$ cat src/rtl/peripheral_adder_pkg.sv
// Shared constants and helpers for the pipelined peripheral adder.
// The stage record is {valid, data[WIDTH:0], ovf}; each module declares it at its own WIDTH.
package peripheral_adder_pkg;

  localparam logic OP_ADD = 1'b0;
  localparam logic OP_SUB = 1'b1;

  localparam int unsigned MAX_WIDTH = 64;

  // Packed width of one stage record: valid + (WIDTH+1) data bits + ovf.
  function automatic int unsigned stage_bits(int unsigned width);
    return width + 3;
  endfunction

  // Signed saturation limit: 0111..1 when neg=0, 1000..0 when neg=1.
  function automatic logic [MAX_WIDTH-1:0] sat_limit(int unsigned width, logic neg);
    logic [MAX_WIDTH-1:0] lim;
    lim = '0;
    for (int unsigned i = 0; i < MAX_WIDTH; i++) begin
      if (i < width - 1) begin
        lim[i] = ~neg;
      end else if (i == width - 1) begin
        lim[i] = neg;
      end
    end
    return lim;
  endfunction

endpackage

$ cat src/rtl/peripheral_adder_stage.sv
// One pipeline register slice holding a stage record {valid, data, ovf}.
module peripheral_adder_stage
  import peripheral_adder_pkg::*;
#(
  parameter int unsigned WIDTH = 8
) (
  input  logic                         clk,
  input  logic                         rst,
  input  logic                         en,
  input  logic [stage_bits(WIDTH)-1:0] d,
  output logic [stage_bits(WIDTH)-1:0] q
);

  always_ff @(posedge clk or negedge rst) begin
    if (!rst) begin
      q <= '0;
    end else if (en) begin
      q <= d;
    end
  end

endmodule

$ cat src/rtl/peripheral_adder_pipe.sv
// Pipelined add/subtract unit with carry/borrow, signed overflow and optional saturation.
// Arithmetic happens before stage 0; the whole pipe stalls together on output backpressure.
module peripheral_adder_pipe
  import peripheral_adder_pkg::*;
#(
  parameter int unsigned WIDTH  = 8,
  parameter int unsigned STAGES = 2,
  parameter bit          SAT_EN = 1'b0
) (
  input  logic             clk,
  input  logic             rst,
  input  logic             in_valid,
  output logic             in_ready,
  input  logic             op,
  input  logic [WIDTH-1:0] ip1,
  input  logic [WIDTH-1:0] ip2,
  output logic             out_valid,
  input  logic             out_ready,
  output logic [WIDTH:0]   out,
  output logic             ovf,
  output logic             busy
);

  typedef struct packed {
    logic           valid;
    logic [WIDTH:0] data;
    logic           ovf;
  } stage_t;

  localparam logic [WIDTH-1:0] SAT_MAX = WIDTH'(sat_limit(WIDTH, 1'b0));
  localparam logic [WIDTH-1:0] SAT_MIN = WIDTH'(sat_limit(WIDTH, 1'b1));

  logic [WIDTH:0] sum;
  logic [WIDTH:0] diff;
  logic [WIDTH:0] raw;
  logic [WIDTH:0] res_next;
  logic           ovf_next;
  logic           en;

  // chain[0] is the freshly computed beat; chain[k] is the output of register stage k-1.
  stage_t chain [STAGES+1];

  assign sum  = {1'b0, ip1} + {1'b0, ip2};
  // Zero-extended subtraction leaves the borrow (ip1 < ip2) in the top bit.
  assign diff = {1'b0, ip1} - {1'b0, ip2};

  always_comb begin
    raw      = sum;
    ovf_next = 1'b0;
    case (op)
      OP_ADD: begin
        raw      = sum;
        ovf_next = (ip1[WIDTH-1] == ip2[WIDTH-1]) && (sum[WIDTH-1] != ip1[WIDTH-1]);
      end
      OP_SUB: begin
        raw      = diff;
        ovf_next = (ip1[WIDTH-1] != ip2[WIDTH-1]) && (diff[WIDTH-1] != ip1[WIDTH-1]);
      end
      default: ;
    endcase
  end

  // Saturation clamps only the low bits; the carry/borrow bit stays raw.
  always_comb begin
    res_next = raw;
    if (SAT_EN && ovf_next) begin
      res_next[WIDTH-1:0] = ip1[WIDTH-1] ? SAT_MIN : SAT_MAX;
    end
  end

  assign chain[0] = '{valid: in_valid, data: res_next, ovf: ovf_next};

  assign en       = !chain[STAGES].valid || out_ready;
  assign in_ready = en;

  for (genvar k = 0; k < STAGES; k++) begin : g_stage
    peripheral_adder_stage #(
      .WIDTH(WIDTH)
    ) u_stage (
      .clk(clk),
      .rst(rst),
      .en (en),
      .d  (chain[k]),
      .q  (chain[k+1])
    );
  end

  assign out_valid = chain[STAGES].valid;
  assign out       = chain[STAGES].data;
  assign ovf       = chain[STAGES].ovf;

  always_comb begin
    busy = 1'b0;
    for (int unsigned k = 1; k <= STAGES; k++) begin
      busy = busy | chain[k].valid;
    end
  end

endmodule

$ cat config.mk
export PLATFORM = sky130hd
export DESIGN_NAME = peripheral_adder_pipe
export DESIGN_NICKNAME = d
export VERILOG_FILES = /design/src/rtl/peripheral_adder_pkg.sv /design/src/rtl/peripheral_adder_stage.sv /design/src/rtl/peripheral_adder_pipe.sv
export SDC_FILE = /design/constraint.sdc
export NUM_CORES = 1
export LEC_CHECK = 0
export ABC_AREA = 1
export BUFFER_PORTS_ARGS = -buffer_cell sky130_fd_sc_hd__buf_2
export CAP_MARGIN = 20
export CORE_AREA = 2 2 73 75
export CTS_BUF_LIST = sky130_fd_sc_hd__clkbuf_8
export DETAILED_ROUTE_END_ITERATION = 6
export DIE_AREA = 0 0 75 77
export MAX_ROUTING_LAYER = met4
export PLACE_DENSITY_LB_ADDON = 0.05
export SLEW_MARGIN = 10
export SYNTH_ARGS = -nofsm -noshare
export SYNTH_HDL_FRONTEND = slang
export SYNTH_SLANG_ARGS = --single-unit
$ cat constraint.sdc
create_clock -name clk -period 2.5 [get_ports clk]
set_input_delay 0.125 -clock clk [delete_from_list [all_inputs] [get_ports clk]]
set_output_delay 0.125 -clock clk [all_outputs]
set_load 0.03 [all_outputs]
# Yosys cells after proc, flatten, opt, wreduce, memory -nomap -nowiden

Index checks and enable logic that the tools add are counted.

$mul: 0
Div/mod/pow operators: 0
Equal/unequal tests: 4
Reductions and logical operators: 4
Add/subtract/negate cells: 2
Bitwise operators: 2
Multiplexer cells: 2
Shift-type cells: 0
Order comparisons: 0

Operators by type and width:

| operator          | number |
|---|---|
| $pmux 9 s2        | 1 |
| $add 8x8->9       | 1 |
| $sub 8x8->9       | 1 |
| $ne 1x1->1        | 3 |
| $logic_and 1x1->1 | 2 |
| $pmux 1 s2        | 1 |
| $eq 1x1->1        | 1 |
| $logic_not 1->1   | 1 |
| $logic_or 1x1->1  | 1 |
| $not 1->1         | 1 |
| $or 1x1->1        | 1 |

Bits in writable memories: 0
Memories kept: 0
Input bits: 21
Bits in read-only memories: 0
Output and inout port bits: 13
Bits in latches: 0
Word-level logic and storage cells: 16
Bits in registers: 22

# Logic depth before layout (Yosys ltp)

Depth in word-level cells: 4
Gate-level depth with buffers: 13
Depth with buffers taken out: 12

# Cells and area by module

From an unflattened synthesis, not the netlist that was laid out.

Cell total of the unflattened synthesis: 236
Area total of the unflattened synthesis: 1,686.6 µm²

By module, submodules not included:

| module                 | area an instance (µm²) | instances | cells each |
|---|---|---|---|
| peripheral_adder_pipe  | 843.3                  | 1         | 142 |
| peripheral_adder_stage | 421.7                  | 2         | 47 |

# Least setup slack after synthesis

No wires, ideal clock.

Path kind: reg-to-reg
From: reg g_stage[1].u_stage.q[10]
To: reg g_stage[1].u_stage.q[0]
Buffers on the path: 1
Setup time: 0.119 ns
Slack: 0.984 ns
Period minus slack after synthesis: 1.516 ns
Arrival: 1.396 ns
Cell stages (with the launch flop): 7
Path through: dfrtp_1 > inv_2 > nor2_2 > inv_2 > clkbuf_1 > nand2_1 > nand2_1

Word-level cells in the longest chain between the ends: 2

RTL lines:

| element                | line                         | text |
|---|---|---|
| from (decl)            | peripheral_adder_stage.sv:11 | `output logic [stage_bits(WIDTH)-1:0] q` |
| from (signal assigned) | peripheral_adder_stage.sv:16 | `q <= '0;` |
| from (signal assigned) | peripheral_adder_stage.sv:18 | `q <= d;` |
| $logic_not 1->1        | peripheral_adder_pipe.sv:73  | `assign en = !chain[STAGES].valid \|\| out_ready;` |
| $logic_or 1x1->1       | peripheral_adder_pipe.sv:73  |  |
| named net in_ready     | peripheral_adder_pipe.sv:13  | `output logic in_ready,` |

The timed path passes the listed nets, and every way through them passes these cells.
A chain may end at the register's enable or synchronous reset.

# Final worst setup path

From: reg g_stage[1].u_stage.q[10]
To: out in_ready

Word-level cells in the longest chain between the ends: 2

RTL lines:

| element          | line |
|---|---|
| $logic_not 1->1  | peripheral_adder_pipe.sv:73 |
| $logic_or 1x1->1 | peripheral_adder_pipe.sv:73 |
| to (decl)        | peripheral_adder_pipe.sv:13 |

Every way passes these cells.

==> key figures <==
Status
  • Status: completed

Critical path
  • Setup crit start kind: flop
  • Cell family with most CP delay: buffers and inverters
  • Worst reg2reg path endpoint: g_stage[0].u_stage.q[6]
  • Slowest CP cell: dfrtp_1
  • Worst reg-to-reg path cell count: 6
  • CP Cell Sequence: inv_2, nor2_2, buf_4, inv_2, buf_2
  • R2R Setup Slk: 1.23 ns
  • Reg-to-Reg Start: g_stage[1].u_stage.q[10]
  • Required @ worst endpoint: 2.38 ns
  • CP max FO: 27
  • Worst setup path category: flop to primary output
  • Crit path buf inv count: 4
  • CP arrival: 1.48 ns
  • Critical Path Max Stage Delay: 0.38 ns
  • CP endpoint kind: primary output
  • CP most frequent cell: inv_2

Power
  • Total leakage power: 1.07 nW
  • Peak VDD IR: 0.185 mV
  • Total power: 1.12 mW
  • Cell Pwr Density: 586 nW/um2

Clock network
  • Max clock buf depth: 2
  • Clk sink count: 22
  • CTS tree: yes
  • Root buf cell: clkbuf_8
  • Worst-path clk slew: 0.07 ns
  • Number of buffers created by CTS: 3
  • Worst-skew pair later-pin latency: 0.25 ns
  • H-tree levels: 1
  • Setup repair bufs after CTS: 0

Synth
  • Synth top area cells: dfrtp_1 32%, nand2_1 19%, ha_1 12%
  • Ys Warns: 0
  • Mapped Cells: 232
  • Synth async-reset ratio: 1.00
  • Syn Nets: 271
  • Post-Synth Simple-Gate Area: 0.304
  • Library cells used by synthesis: 25
  • Largest family of logic cells by synthesized area: simple AND/OR/NAND/NOR gates
  • Post-synthesis adder-cell area fraction: 0.141
  • Ys flop type: dfrtp_1
  • EDFF count, synth: 0
  • XOR/XNOR Fraction of Synth Area: 0.0154
  • Syn_area_per_cell: 7.33 um2
  • Sequential element share of the synthesized area: 0.324
  • Post-synthesis register bit count: 22
  • Mapped Area: 1700 um2
  • Compound-Gate Fraction of Synth Area: 0.0882
  • Mux cell area share after synthesis: 0
  • Cell taking the most area after synthesis: dfrtp_1
  • Yosys top cell area share: 0.324

Drt
  • Post-route ant nets: 0
  • DRT Pass-1 Iters: 4
  • WL final: 3330 um
  • WL/cell: 10.2 um
  • Vias per cell: 4.25
  • Via count: 1385
  • DRC Markers: 0
  • Starting DRT DRC Count: 58

STA
  • Tcrit/Tclk final: 0.644
  • Slew HR: 0.675
  • Clock Skews: 0.00380 ns
  • WHS: 0.0819 ns
  • Setup TNS: 0 ns
  • Final hold vios: 0
  • Worst-Margin Slew: 0.488 ns
  • Pins Over Slew Limit: 0
  • Tmin final: 1.61 ns
  • Setup-failing EPs final: 0
  • F_max: 0.622 GHz
  • Unrepaired setup endpoints after global routing: no

Finish
  • Largest regs: g_stage.u_stage.q: 22 flops
  • Final Util: 0.385
  • Fin nets: 297
  • # diodes: 0
  • # fillers: 550
  • Share of layout cells above drive strength 1: 0.211
  • Synthesis-to-layout area growth: 12.6%
  • Largest register by flop count: g_stage.u_stage.q
  • Max reg flops: 22

Floorplanning
  • Initial core utilization: 0.342
  • Core area: 4980 um2
  • FP Rows: 26
  • DIE AREA: 5780 um2
  • Die Span X: 75 um
  • Chip Height: 77 um
  • Boundary Pins: 34

GRT
  • Largest net degree at the start of global routing: 28
  • Total congestion overflow: 0
  • GRT met3 Usage: 0.0131
  • GRT Total Usage: 0.131
  • Met1 Resource Use GR: 0.182
  • Vias in the first global route: 1329
  • Met2 Usage GRT: 0.196
  • Top Usage Layer GRT: met2
  • First-pass GRT wire length: 5910 um
  • Initial antenna violation count: 0

Placement
  • GPL Wtd Cong: 0.798
  • Dpl hpwl: 2610 um
  • Quantity of I/O buffers inserted on ports: 33

Min path
  • HP Class: input pin to flop
  • Worst hold path depth: 3
  • Worst hold start: in_valid
  • WHS Endpoint: g_stage[0].u_stage.q[10]

Run
  • Max-Cap Viols: 0
==> worst reg2reg max path: stages, from the launching register on <==
cell and delay, ns:
dfrtp_1 0.35, inv_2 0.05, nor2_2 0.06, buf_4 0.27, inv_2 0.21, nand3_1 0.14, o21ai_1 0.06
==> worst max-delay path by stage <==
| stage | startpoint | to | slack [ns] | depth (start not counted) |
|---|---|---|---|---|
| detailed placement | ip1[0] | g_stage[0].u_stage.q[5] | 0.86 | 9 |
| global route | g_stage[1].u_stage.q[10] | in_ready | 0.76 | 5 |
| global placement | ip1[6] | g_stage[0].u_stage.q[0] | 0.92 | 10 |
| finish | g_stage[1].u_stage.q[10] | in_ready | 0.89 | 5 |
| floorplan | g_stage[1].u_stage.q[10] | g_stage[1].u_stage.q[0] | 0.98 | 6 |
| CTS | g_stage[1].u_stage.q[10] | in_ready | 0.86 | 5 |
==> per-stage QoR <==
stage                     area (um2)  setup WS, ns  std cells
after CTS                       1920         0.856        326
final                           1920         0.891        326
after floorplan                 1700         0.984        232
after global routing            1920         0.763        326
after global placement          1870         0.923        322
after detailed placement        1870         0.858        322
==> where the power goes <==
part | internal, mW | total (mW) | switching [mW] | leakage [nW]
clock | 0.107 | 0.211 | 0.104 | 0.0216
sequential | 0.435 | 0.469 | 0.0342 | 0.266
combinational | 0.144 | 0.443 | 0.299 | 0.786
total | 0.686 | 1.12 | 0.437 | 1.07
==> logic make-up after synthesis <==
kind of cell,Yosys count
flip-flops,22
XOR/XNOR,3
adder cells (fa/ha/maj),18
buffers and inverters,46
AND/OR/NAND/NOR,118
AO/OA/AOI/OAI,25
==> synth_stat cells (all sizes together) (3+ instances only) <==
library cell,n
inv,32
o21ai,14
nand2,88
buf,12
nor2,9
ha,16
a21oi,10
xor2,3
nand4,3
nand3b,3
nand3,15
dfrtp,22
==> area by class of cell <==
type,instances,area (um2),area share
Timing Repair Buffer,35,183,0.0953
Multi-Input combinational cell,164,935,0.488
Sequential cell,22,551,0.287
Inverter,32,120,0.0627
Tap cell,70,87.6,0.0457
Clock buffer,3,41.3,0.0215
==> layer usage <==
layer	part of all wire	vias up
li1	-	762
met1	0.52	586
met2	0.44	33
met3	0.029	4
met4	0.014	0
met5	0	-
==> cell usage in the layout (no fill, tap or decap), drive strengths merged <==
cell	count
nand2	88
a21oi	10
nor2	9
buf	34
dlygate4sd3	1
inv	32
nand3b	3
o21bai	1
nand4	3
dfrtp	22
fa	2
clkbuf	3
o21ai	14
nand3	15
xor2	3
ha	16
==> what timing repair did <==
action / in CTS / in global routing
hold buffers: 1 / 0
resized for setup: 0 / 0
hold endpoints to repair: 22 / 0
Power figures use the tool's default switching activity.
